## src/rtl/cla_sub_pipe.sv

```systemverilog
// Two-stage pipelined carry-lookahead subtractor: diff = a - b - bin.
// Low half resolves in stage 1, high half in stage 2 from the registered carry.
module cla_sub_pipe #(
  parameter int WIDTH = 8
) (
  input  logic             clk,
  input  logic             rst,
  input  logic             in_valid,
  output logic             in_ready,
  input  logic [WIDTH-1:0] a,
  input  logic [WIDTH-1:0] b,
  input  logic             bin,
  output logic             out_valid,
  input  logic             out_ready,
  output logic [WIDTH-1:0] diff,
  output logic             bout,
  output logic             ovf,
  output logic [WIDTH:0]   out
);

  localparam int HALF = WIDTH / 2;

  // Sum of x + y + cin using 4-bit groups; each bit carry is a sum of products
  // inside its group, seeded by the group carry-in from the previous group.
  function automatic logic [HALF:0] claHalf(input logic [HALF-1:0] x,
                                            input logic [HALF-1:0] y,
                                            input logic            cin);
    logic [HALF-1:0] g;
    logic [HALF-1:0] p;
    logic [HALF:0]   c;
    logic            term;
    logic            prop;
    int              gs;
    g    = x & y;
    p    = x ^ y;
    c    = '0;
    c[0] = cin;
    for (int n = 0; n < HALF; n++) begin
      gs   = (n / 4) * 4;
      term = 1'b0;
      prop = 1'b1;
      for (int i = n; i >= gs; i--) begin
        term = term | (g[i] & prop);
        prop = prop & p[i];
      end
      c[n+1] = term | (prop & c[gs]);
    end
    return {c[HALF], p ^ c[HALF-1:0]};
  endfunction

  logic            r_s1_valid;
  logic [HALF-1:0] r_s1_lo;
  logic            r_s1_carry;
  logic [HALF-1:0] r_s1_ahi;
  logic [HALF-1:0] r_s1_bhi;

  logic             r_s2_valid;
  logic [WIDTH-1:0] r_diff;
  logic             r_bout;
  logic             r_ovf;

  logic [HALF:0] w_lo;
  logic [HALF:0] w_hi;
  logic          w_s1_load;
  logic          w_s2_load;
  logic          w_ovf;

  // Subtraction as a + ~b + ~bin; borrow is the inverted carry-out.
  assign w_lo = claHalf(a[HALF-1:0], ~b[HALF-1:0], ~bin);
  assign w_hi = claHalf(r_s1_ahi, ~r_s1_bhi, r_s1_carry);

  assign w_ovf = (r_s1_ahi[HALF-1] != r_s1_bhi[HALF-1]) &&
                 (w_hi[HALF-1] != r_s1_ahi[HALF-1]);

  assign in_ready  = !r_s1_valid || !r_s2_valid || out_ready;
  assign w_s1_load = in_valid && in_ready;
  assign w_s2_load = r_s1_valid && (!r_s2_valid || out_ready);

  always_ff @(posedge clk or posedge rst) begin
    if (rst) begin
      r_s1_valid <= 1'b0;
      r_s1_lo    <= '0;
      r_s1_carry <= 1'b0;
      r_s1_ahi   <= '0;
      r_s1_bhi   <= '0;
    end else begin
      if (w_s1_load) begin
        r_s1_valid <= 1'b1;
        r_s1_lo    <= w_lo[HALF-1:0];
        r_s1_carry <= w_lo[HALF];
        r_s1_ahi   <= a[WIDTH-1:HALF];
        r_s1_bhi   <= b[WIDTH-1:HALF];
      end else if (w_s2_load) begin
        r_s1_valid <= 1'b0;
      end
    end
  end

  always_ff @(posedge clk or posedge rst) begin
    if (rst) begin
      r_s2_valid <= 1'b0;
      r_diff     <= '0;
      r_bout     <= 1'b0;
      r_ovf      <= 1'b0;
    end else begin
      if (w_s2_load) begin
        r_s2_valid <= 1'b1;
        r_diff     <= {w_hi[HALF-1:0], r_s1_lo};
        r_bout     <= ~w_hi[HALF];
        r_ovf      <= w_ovf;
      end else if (out_ready) begin
        r_s2_valid <= 1'b0;
      end
    end
  end

  assign out_valid = r_s2_valid;
  assign diff      = r_diff;
  assign bout      = r_bout;
  assign ovf       = r_ovf;
  assign out       = {r_bout, r_diff};

endmodule
```

## config.mk

```make
export PLATFORM = sky130hd
export DESIGN_NAME = cla_sub_pipe
export DESIGN_NICKNAME = d
export VERILOG_FILES = /design/src/rtl/cla_sub_pipe.sv
export SDC_FILE = /design/constraint.sdc
export NUM_CORES = 1
export LEC_CHECK = 0
export CAP_MARGIN = 20
export CORE_ASPECT_RATIO = 0.6
export CORE_MARGIN = 5
export CORE_UTILIZATION = 41
export CTS_BUF_LIST = sky130_fd_sc_hd__clkbuf_16
export DETAILED_ROUTE_END_ITERATION = 10
export GPL_ROUTABILITY_DRIVEN = 0
export MAX_ROUTING_LAYER = met4
export PLACE_DENSITY = 0.84
export SLEW_MARGIN = 10
export SYNTH_ARGS = -nofsm -noshare
export SYNTH_HDL_FRONTEND = slang
export SYNTH_SLANG_ARGS = --single-unit
```

## constraint.sdc

```tcl
create_clock -name clk -period 1.7 [get_ports clk]
set_clock_uncertainty 0.2 [all_clocks]
set_input_delay 0.34 -clock clk [delete_from_list [all_inputs] [get_ports clk]]
set_output_delay 0.34 -clock clk [all_outputs]
set_load 0.05 [all_outputs]
```

---- Word-level counts from Yosys, hierarchy flattened ----
Cells that the tools add are included.
word-level totals
  register bits after elaboration ......... 25
  bits in latches ......................... 0
  memory bits (writable) .................. 0
  memory bits (read-only) ................. 0
  input bits .............................. 21
  memories kept ........................... 0
operators by class
  add/sub/neg operators ................... 0
  $mul .................................... 0
  divide/modulo/power cells ............... 0
  magnitude comparators ................... 0
  equality and inequality tests ........... 2
  shift operators ......................... 0
  multiplexer cells ....................... 4
  bitwise operators ....................... 62
  reduce and logical (&&, ||, !) cells .... 10
operator list
  cell                 number
  $and A1 B1 Y1        32
  $or A1 B1 Y1         20
  $xor A4 B4 Y4        4
  $and A4 B4 Y4        2
  $not A4 Y4           2
  $mux W1              4
  $reduce_bool A2 Y1   2
  $logic_and A1 B1 Y1  3
  $logic_or A1 B1 Y1   3
  $logic_not A1 Y1     2
  $ne A1 B1 Y1         2
  $not A1 Y1           2

---- Logic depth before layout (Yosys ltp) ----
  depth after elaboration ................. 9
  depth in mapped cells ................... 6

---- Least setup slack after synthesis ----
No wires, ideal clock.
  kind .................................... reg-to-reg
  start point ............................. reg r_s2_valid (netlist: out_valid)
  end point ............................... reg r_s1_ahi[0]
  setup time .............................. 125 ps
  data arrival time ....................... 1,622 ps
  required time ........................... 1,375 ps
  setup slack ............................. -246 ps
  cell stages (with the launch flop) ...... 5
  clock period less this slack ............ 1,946 ps
  path through ............................ dfrtp_1 > nand3b_4 > nand2_4 > buf_4 > mux2_2
on the way
  cells in the longest elaborated chain, start to end .. 4
ends and longest elaborated chain
  item                             line  RTL
  from (decl)                      57    logic r_s2_valid;
  from (signal assigned)           101   r_s2_valid <= 1'b0;
  from (signal assigned)           107   r_s2_valid <= 1'b1;
  from (signal assigned)           112   r_s2_valid <= 1'b0;
  $logic_not A1 Y1                 75    assign in_ready = !r_s1_valid || !r_s2_valid || out_ready;
  $logic_or A1 B1 Y1 (2 in a row)  75
  via in_ready                     9     output logic in_ready,
  $logic_and A1 B1 Y1              76    assign w_s1_load = in_valid && in_ready;
  to (signal assigned)             91    r_s1_ahi <= a[WIDTH-1:HALF];
  to (decl)                        54    logic [HALF-1:0] r_s1_ahi;
The timed path passes the listed nets, and every way through them passes these cells.
A chain may end at the register's enable or synchronous reset.

---- Final worst setup path ----
  start point ............................. reg r_s1_bhi[0]
  end point ............................... reg r_ovf (netlist: ovf)
on the way
  cells in the longest elaborated chain, start to end .. 8
ends and longest elaborated chain
  item                                            line    RTL
  from (decl)                                     55      logic [HALF-1:0] r_s1_bhi;
  from (signal assigned)                          92      r_s1_bhi <= b[WIDTH-1:HALF];
  $not A4 Y4 (*)                                  70      assign w_hi = claHalf(r_s1_ahi, ~r_s1_bhi, r_s1_carry);
  $and A4 B4 Y4 or $xor A4 B4 Y4 (tied branches)  34, 35
  $and A1 B1 Y1 (on tied branches)                43, 44
  $or A1 B1 Y1 or $and A1 B1 Y1 (tied branches)   43, 46
  $or A1 B1 Y1 (*)                                46      c[n+1] = term | (prop & c[gs]);
  $xor A4 B4 Y4 (*)                               48      return {c[HALF], p ^ c[HALF-1:0]};
  $ne A1 B1 Y1 (*)                                73      (w_hi[HALF-1] != r_s1_ahi[HALF-1]);
  $logic_and A1 B1 Y1 (*)                         72      assign w_ovf = (r_s1_ahi[HALF-1] != r_s1_bhi[HALF-1]) &&
  to (signal assigned)                            110     r_ovf <= w_ovf;
  to (decl)                                       60      logic r_ovf;
Mark *: on every way between the ends. The rest lies on a longest branch, timed or not.

==> reports/metrics.yaml <==
run_status: "finished, violations left"
failed_checks: "setup timing"
p_leak_nw: 1.03
fmax_ghz: 0.561
grt_pass1_vias: 1031
wl_per_cell_microns: 14.5
pwr_density_cell_mw_per_mm2: 1550
grt_antenna_before_repair: 0
max_stage_delay_ps: 390
worstSetupPathType: "register to register"
cts_tree: "done"
cts.htree.levels: 1
port_buffers: 41
required_ps: 1660
drc: 0
min_period_over_period_pct: 105
slew_headroom_pct: 78.6
n_antenna_cell: 0
insertion_delay_ps: 260
cts-root-buf: "clkbuf_16"
drive_above_1_share_pct: 43.4
routed_wl_mm: 3.06
coreArea_sq_mm: 0.00318
vias_per_cell: 4.65
grtUsageTotal_pct: 14.9
seq_area_sq_um: 627
syn_area_sq_mm: 0.00133
dieArea_sq_mm: 0.00453
setup_ws_ps: -82.8
cpMaxStageDelayCell: "dfrtp_1"
hpwl_mm: 2.37
syn_to_final_growth_pct: 65.7
place_area_sq_mm: 0.00204
tightest_slew_ps: 321
clockBufferDepth: 2
cap_violations: 0
hold_buffers: 0
ys_types: 27
clock-sinks: 25
setup_tns_ps: -187
fin_crit_ps: 1780
ir_worst_vdd_mv: 0.853
syn_inst: 114
final_cell_mix: "dfrtp_1 (24), buf_12 (22), buf_4 (17)"
ys_seq_area_share_pct: 46.9
layout_commonest_cell: "dfrtp_1"
vias: 982
drt-initial-drc-count: 39
path_cells: "inv_2 > ha_4 > a211o_1 > a31oi_4 > xor2_1 > o31ai_1"
nets: 198
cpLargestDelayFamily: "compound AO/OA/AOI/OAI gates"
path_clk_slew_ps: 60
dpl.cell_count: 201
grt_setup_unrepaired: "true"
die_w_microns: 83.6
synth_nets: 145
cp-end-kind: "register"
slew_violations: 0
fin_cells: 211
crit_fanout: 3
grt_overflow: 0
cts_buffers: 3
hold_viol: 0
num-fill-cells: 229
cp_num_buf_inv: 1
ys_ff_latch: 25
hold_path.class: "primary input to asynchronous set/reset pin"
critPathArrivalTime_ps: 1740
setup_violations: 3
dp_slack_ps: -375
start_util_pct: 41.9
cp-start-kind: "register"
grt_pass1_wl_mm: 4.97
multi_input_area_sq_um: 641
final_area_sq_mm: 0.00221
grt_max_degree: 26
first_pass_iters: 3
std_cell_rows: 16
fp.dieH_microns: 54.2
avgSynthCellArea_sq_um: 11.7
ioPinCount: 42
ys_warn_count: 0
antenna_left: 0
## kinds of logic (layout without fill, tap and decap cells)
kind of cell / after synthesis / count (layout) / synth area share (%)
adder cells (fa/ha/maj): 10 / 10 / 10.5
XOR/XNOR: 5 / 5 / 3.29
multiplexers: 13 / 13 / 11.0
AND/OR/NAND/NOR: 24 / 24 / 10.3
flip-flops: 25 / 25 / 46.9
buffers and inverters: 21 / 73 / 8.83
AO/OA/AOI/OAI: 16 / 16 / 9.11
## final cells by class
type	count	area share [%]
clock buffer	3	3.40
clock inverter	1	0.227
inverter	10	1.70
multi-input combinational	68	29.0
sequential	25	28.4
tap	45	2.55
timing repair buffer	59	34.7
## metal layers
metal | GRT usage, % | vias up | share of wire [%]
met5 | - | - | 0
met4 | 4.81 | 0 | 0.43
met3 | 3.52 | 2 | 5.1
met2 | 28.5 | 32 | 53
met1 | 15.8 | 472 | 42
li1 | - | 476 | -
## stage by stage
stage	hold slack (ps)	total power [mW]	utilization, %
after floorplan	167	1.96	-
after global placement	260	2.82	64.0
after detailed placement	285	2.89	64.0
after CTS	250	3.43	68.1
after global routing	303	3.56	69.4
final	243	3.42	69.4
## path summary, 6_finish.rpt
check	endpoint	depth (start not counted)	slack (ps)	start
worst min-delay path	diff[1]	3	240	rst
worst min register to register	r_s1_lo[0]	2	290	r_s1_lo[0]
worst max register to register	ovf	6	-80	r_s1_bhi[0]
min in group clk	r_s1_lo[0]	2	290	r_s1_lo[0]
worst max-delay path	ovf	6	-80	r_s1_bhi[0]
max in group asynchronous	out_valid	3	800	rst
## flip-flops by register name, summed over array words and instances (netlist names)
signal / count
bout: 1
r_s1_valid: 1
ovf: 1
r_s1_ahi: 4
r_s1_carry: 1
out_valid: 1
r_s1_bhi: 4
r_s1_lo: 4
diff: 8
## worst register-to-register path: cells and delay by family, from the launching register on
family | cells | cell delay [ps]
AO/OA/AOI/OAI | 3 | 720
XOR/XNOR | 1 | 90
adder cells (fa/ha/maj) | 1 | 200
buffers and inverters | 1 | 90
flip-flops | 1 | 390
## power by group
| group | switching [mW] | internal, mW |
|---|---|---|
| Combinational | 0.967 | 0.978 |
| Sequential | 0.214 | 0.742 |
| Clock | 0.202 | 0.317 |
## Yosys cell counts (all sizes together)
library cell | n | area share [%]
fa | 2 | 3.0
nand3b | 1 | 1.5
inv | 10 | 2.8
nand2b | 5 | 2.5
buf | 11 | 6.0
o21a | 1 | 0.56
a211o | 1 | 0.66
o21ai | 6 | 2.3
xor2 | 4 | 2.6
dfrtp | 25 | 47
a31oi | 1 | 1.6
o31ai | 4 | 2.6
nor2b | 1 | 0.47
nand2 | 12 | 3.9
nor3 | 1 | 0.38
xnor2 | 1 | 0.66
mux2 | 13 | 11
or2 | 1 | 0.66
o31a | 1 | 0.66
a21oi | 2 | 0.75
nor2 | 3 | 0.85
ha | 8 | 7.5
## what timing repair did
action	in CTS	in global routing
gates cloned	0	0
pin swaps	4	4
endpoints found under the setup margin	6	4
buffers inserted	3	3
gates resized for setup	13	4
Power figures use the tool's default switching activity.
